## config.mk

```make
export PLATFORM = sky130hd
export DESIGN_NAME = laser_scan_ctrl
export DESIGN_NICKNAME = d
export VERILOG_FILES = /design/src/rtl/laser_scan_ctrl.sv
export SDC_FILE = /design/constraint.sdc
export NUM_CORES = 1
export LEC_CHECK = 0
export CELL_PAD_IN_SITES_DETAIL_PLACEMENT = 0
export CELL_PAD_IN_SITES_GLOBAL_PLACEMENT = 1
export CORE_ASPECT_RATIO = 0.8
export CORE_UTILIZATION = 38
export CTS_CLUSTER_SIZE = 28
export DETAILED_ROUTE_END_ITERATION = 10
export PLACE_DENSITY = 0.85
export SKIP_CTS_REPAIR_TIMING = 1
export SLEW_MARGIN = 30
export SYNTH_ARGS = -nofsm -noshare
export SYNTH_HDL_FRONTEND = slang
export SYNTH_SLANG_ARGS = --single-unit
```

## constraint.sdc

```tcl
create_clock -name CLK -period 2 [get_ports CLK]
set_input_delay 0.2 -clock CLK [delete_from_list [all_inputs] [get_ports CLK]]
set_output_delay 0.2 -clock CLK [all_outputs]
set_load 0.02 [all_outputs]
```

## src/rtl/laser_scan_ctrl.sv

```systemverilog
// Two-circle placement search: raster-scans candidate centres for one circle
// while the other is fixed, alternating circles until no move or MAX_ITER pairs.
module laser_scan_ctrl #(
  parameter int unsigned MAX_ITER = 8
) (
  input  logic       CLK,
  input  logic       RST,
  input  logic       START,
  output logic       EVAL_REQ,
  output logic [3:0] EVAL_CX,
  output logic [3:0] EVAL_CY,
  output logic       EVAL_SEL,
  input  logic       EVAL_ACK,
  input  logic [5:0] EVAL_CNT,
  output logic [3:0] C1X,
  output logic [3:0] C1Y,
  output logic [3:0] C2X,
  output logic [3:0] C2Y,
  output logic       BUSY,
  output logic       DONE
);

  localparam int unsigned IW = (MAX_ITER < 1) ? 1 : $clog2(MAX_ITER + 1);

  typedef enum logic [2:0] {IDLE, ISSUE, WAIT, ENDPASS, FINISH} state_t;

  state_t        state, state_nx;
  logic [3:0]    cand_x, cand_y;
  logic [3:0]    best_x, best_y;
  logic [5:0]    best_cnt;
  logic [IW-1:0] iter;
  logic          sel;
  logic          changed;

  logic          last_cand;
  logic          take;
  logic          changed_eff;
  logic [IW-1:0] iter_inc;
  logic          search_end;
  logic [3:0]    mv_x, mv_y;

  always_ff @(posedge CLK or posedge RST) begin
    if (RST) state <= IDLE;
    else     state <= state_nx;
  end

  always_comb begin
    state_nx    = state;
    last_cand   = (cand_x == 4'hF) && (cand_y == 4'hF);
    mv_x        = sel ? C2X : C1X;
    mv_y        = sel ? C2Y : C1Y;
    take        = (best_cnt != '0) && ((best_x != mv_x) || (best_y != mv_y));
    // a move made in this very ENDPASS still counts toward the pair's change
    changed_eff = changed | take;
    iter_inc    = iter + 1'b1;
    search_end  = !changed_eff || (iter_inc == IW'(MAX_ITER));

    EVAL_REQ    = (state == WAIT);
    BUSY        = (state != IDLE);
    DONE        = (state == FINISH);

    case (state)
      IDLE:    if (START) state_nx = ISSUE;
      ISSUE:   state_nx = WAIT;
      WAIT:    if (EVAL_ACK) state_nx = last_cand ? ENDPASS : ISSUE;
      ENDPASS: state_nx = (sel && search_end) ? FINISH : ISSUE;
      FINISH:  state_nx = IDLE;
      default: state_nx = IDLE;
    endcase
  end

  always_ff @(posedge CLK or posedge RST) begin
    if (RST) begin
      cand_x   <= '0;
      cand_y   <= '0;
      best_x   <= '0;
      best_y   <= '0;
      best_cnt <= '0;
      iter     <= '0;
      sel      <= 1'b0;
      changed  <= 1'b0;
      C1X      <= '0;
      C1Y      <= '0;
      C2X      <= '0;
      C2Y      <= '0;
    end else begin
      case (state)
        IDLE: begin
          if (START) begin
            C1X      <= 4'd4;
            C1Y      <= 4'd4;
            C2X      <= 4'd11;
            C2Y      <= 4'd11;
            sel      <= 1'b0;
            iter     <= '0;
            cand_x   <= '0;
            cand_y   <= '0;
            best_x   <= '0;
            best_y   <= '0;
            best_cnt <= '0;
            changed  <= 1'b0;
          end
        end
        WAIT: begin
          if (EVAL_ACK) begin
            if (EVAL_CNT > best_cnt) begin
              best_cnt <= EVAL_CNT;
              best_x   <= cand_x;
              best_y   <= cand_y;
            end
            if (!last_cand) begin
              cand_x <= cand_x + 1'b1;
              if (cand_x == 4'hF) cand_y <= cand_y + 1'b1;
            end
          end
        end
        ENDPASS: begin
          if (take) begin
            if (sel) begin
              C2X <= best_x;
              C2Y <= best_y;
            end else begin
              C1X <= best_x;
              C1Y <= best_y;
            end
          end
          best_cnt <= '0;
          cand_x   <= '0;
          cand_y   <= '0;
          if (!sel) begin
            sel     <= 1'b1;
            changed <= changed_eff;
          end else begin
            iter <= iter_inc;
            if (search_end) begin
              changed <= changed_eff;
            end else begin
              sel     <= 1'b0;
              changed <= 1'b0;
            end
          end
        end
        default: ;
      endcase
    end
  end

  assign EVAL_CX  = cand_x;
  assign EVAL_CY  = cand_y;
  assign EVAL_SEL = sel;

endmodule

```

==> results <==
- Setup repair after global routing could not meet its margin everywhere.
- The actual slew at the worst max-slew pin is 0.484 ns.
- The total core area is 6510 um^2.
- The maximum fanout count along the critical path is 4.
- The synthesis-to-finish area growth is 33.8%.
- After synthesis, flip-flops and latches occupy 45.2% of the total area.
- Synthesis produced a netlist with a net count of 275.
- Once placement completed, the tool counted placed cells totaling 401.
- Traced cell by cell, the critical path runs through buf_6 > buf_6 > mux2i_4 > xnor2_2 > nor4_4 > a211oi_2 > buf_4 > o32a_1.
- The count of input and output buffers is 37.
- Max-cap violations in this run came to 0.
- The initialized floorplan defines 26 standard-cell rows.
- In the routed design, unresolved DRC markers number 0.
- The critical path startpoint category is a flip-flop.
- The area fraction of the dominant cell type after synthesis is 45.2%.
- Yosys mapped a number of flops with a built-in enable equal to 0.
- The most common cell in the synthesized netlist is dfrtp_1.
- The critical path class is reg2reg.
- The number of nets in the layout is 347.
- The root buffer selected by CTS is clkbuf_8.
- The number of optimization iterations in the first detailed-route pass is 6.
- The number of clock buffers inserted by TritonCTS is 5.
- Setup violations remaining at the end of the flow were counted as 1.
- The final critical path takes up 100% of the cycle.
- The die width is 94.5 um.
- Across all hold checks on the routed design, the worst slack comes to 0.220 ns.
- Pin placement for this block handled 38 I/O pins.
- The TritonCTS sink count is 47.
- The fraction of final layout cells sized beyond drive strength 1 is 20.7%.
- For this run, the slowest stage of the critical path takes 0.40 ns.
- The synthesized design contains 47 register bits.
- The average size of a mapped cell is 10.2 um^2.
- The largest net degree at the start of global routing is 30.
- The count of yosys warnings during synthesis is 0.
- The floorplan die height is 76.0 um.
- The number of antenna violations at the first check in global routing came to 0.
- The final reports fail on setup timing.
- The worst setup margin is -0.00942 ns.
- Dividing the detail-routed via count by the number of cells gives 5.17.
- The placer's final routability congestion estimate is 0.802.
- The completed layout was analyzed and its total power is 4.37 mW.
- On the critical path, the stage with the largest delay is an instance of dfrtp_1.
- The via count of the first global-routing pass is 2091.
- Based on the critical path, the design can be clocked at up to 498 MHz.
- The routed length per placed instance is 15.0 um.
- The flow ran to the end, but the final reports show violations.
- The number of antenna diodes in the final layout is 0.
- The H-tree depth is 2.
- The worst setup skew after layout is 0.00392 ns.
- The detailed-placement wirelength estimate is 4.53 mm.
- The overall track demand over capacity in global routing is 18.2%.
- The commonest cells after synthesis are 47 x dfrtp_1, 29 x nand2_1, 26 x mux2i_1.
- The headroom to the max-slew limit is 67.6%.
- The power density over the cells is 1260 nW/um^2.
- The die covers 7180 um^2.
- Synthesis handed over a netlist of 256 instances.
- The data required time of the critical path is 2.19 ns.
- The path class of the tightest hold or removal check is in2async.
- The clock transition at the register clock pins on the worst setup and hold paths after CTS is 0.09 ns.
- Summed over all layers, the global routing overflow is 0.
- The clock latency on the worst-skew pair is 0.30 ns.
- The proportion of register bits with asynchronous set or reset after synthesis is 100%.
- In this run the static leakage power is 1.53 nW.
- The max-slew violation count is 0.
- Yosys attributes the largest share of cell area to dfrtp_1 45%, mux2i_1 10%, xnor2_1 4.4%.
- The DRC violation total after the first TritonRoute iteration is 107.
- The first global-routing pass estimated 10.3 mm of wire.
- The netlist uses 45 different library cells.
- In this run the cell area of the synthesized design comes to 2600 um^2.
- Once the floorplan was initialized, standard cells occupied 40.0% of the core.
- Counting along the longest clock path gives a buffer depth of 2.
- The dominant delay contributor by cell family on the critical path is buffers and inverters.
- The routed via count is 2134.
- For the finished layout, the period the worst path requires is 2.01 ns.
- TritonCTS built the clock tree.
- The top register by number of flip-flops is best_cnt.
- The register with the most flip-flops in the layout has 6 of them.
- The final hold violation count came to 0.
- The largest vdd supply drop is 0.000598 V.
- The worst setup path is captured at a flip-flop.
- Counting the fill cells in the layout gives 595.
- Leaving out filler cells and counting taps, the final layout contains 413.
- The cell accounting for the most synthesized area is dfrtp_1.
- The wire length reported by the detailed router is 6.21 mm.
- At the worst endpoint, the arrival time is 2.20 ns.
- The number of buffers and inverters on the critical path is 3.
- The most used flip-flop cell after synthesis is dfrtp_1.
- The most prevalent standard cell on the critical path is buf_6.
- The final antenna-violating net count is 0.
-- stage by stage --
step                      setup TNS (ns)  setup slack, ns  utilization, %  cell area [um^2]
after floorplan                        0           0.0219               -              2600
after global placement             -1.27           -0.161            50.7              3300
after detailed placement           -1.84           -0.226            50.7              3300
after CTS                         -0.207           -0.125            51.9              3380
after global routing              -0.833          -0.0881            53.5              3480
final                           -0.00942         -0.00942            53.5              3480
-- metal layers --
metal	share of wire, %	GRT usage, %	vias to the layer above
met4	0.58	3.94	0
met2	44	25.4	60
li1	-	-	1041
met1	51	28.8	1026
met5	0	0	-
met3	4.2	3.49	7
-- logic make-up (layout without fill, tap and decap cells) --
logic type	count (synthesis)	in the layout	synth area share, %
multiplexers	31	31	12.2
AO/OA/AOI/OAI	46	46	12.2
XOR/XNOR	14	14	4.72
flip-flops	47	47	45.2
buffers and inverters	30	103	4.67
AND/OR/NAND/NOR	79	79	16.7
adder cells (fa/ha/maj)	9	9	4.33
-- area by class of cell --
class | count | area [um^2] | area share, %
sequential | 47 | 1180 | 33.9
tap | 84 | 105 | 3.02
inverter | 20 | 75.1 | 2.16
clock buffer | 7 | 76.3 | 2.19
timing repair buffer | 75 | 687 | 19.7
multi-input combinational | 179 | 1350 | 38.9
clock inverter | 1 | 5.00 | 0.144
-- power breakdown --
group | internal [mW] | switching, mW | leakage [nW] | total [mW]
clock network | 0.246 | 0.327 | 0.0422 | 0.574
logic | 1.21 | 1.24 | 0.880 | 2.45
registers | 1.15 | 0.197 | 0.607 | 1.34
total | 2.61 | 1.76 | 1.53 | 4.37
-- placed cells by master (no fill, tap or decap), types with 2 or more instances in the layout --
cell type        instances
o211ai_1                 2
inv_1                   19
mux2i_1                 23
dlymetal6s2s_1           3
mux2i_2                  2
o22ai_1                  2
clkdlybuf4s50_1         34
nor4_4                   2
a21oi_2                  2
nand4_1                  2
buf_6                    3
nand3b_1                 3
nor3b_1                  2
a21o_1                   2
buf_4                   34
a21boi_0                 3
or3_1                    2
xnor2_1                 12
nor2_1                  17
and3b_1                  2
dfrtp_2                  2
o32a_1                   6
and3_1                   2
clkbuf_1                 2
clkbuf_8                 5
dfrtp_1                 45
a21oi_1                  9
nand2_1                 29
o21ai_0                 12
mux2_2                   5
nand3_1                  8
ha_1                     8
-- path summary, 6_finish.rpt --
kind | startpoint | to | slack, ns | depth (start not counted)
max in group asynchronous | RST | best_x[3] | 1.28 | 3
min reg2reg | C1X[3] | C1X[3] | 0.55 | 2
max reg2reg | EVAL_SEL | C2X[3] | -0.009 | 8
min in group CLK | EVAL_CNT[0] | best_cnt[0] | 0.48 | 3
max | EVAL_SEL | C2X[3] | -0.009 | 8
min | RST | best_cnt[3] | 0.22 | 2
Note: power is estimated with default switching activity, not from simulation.
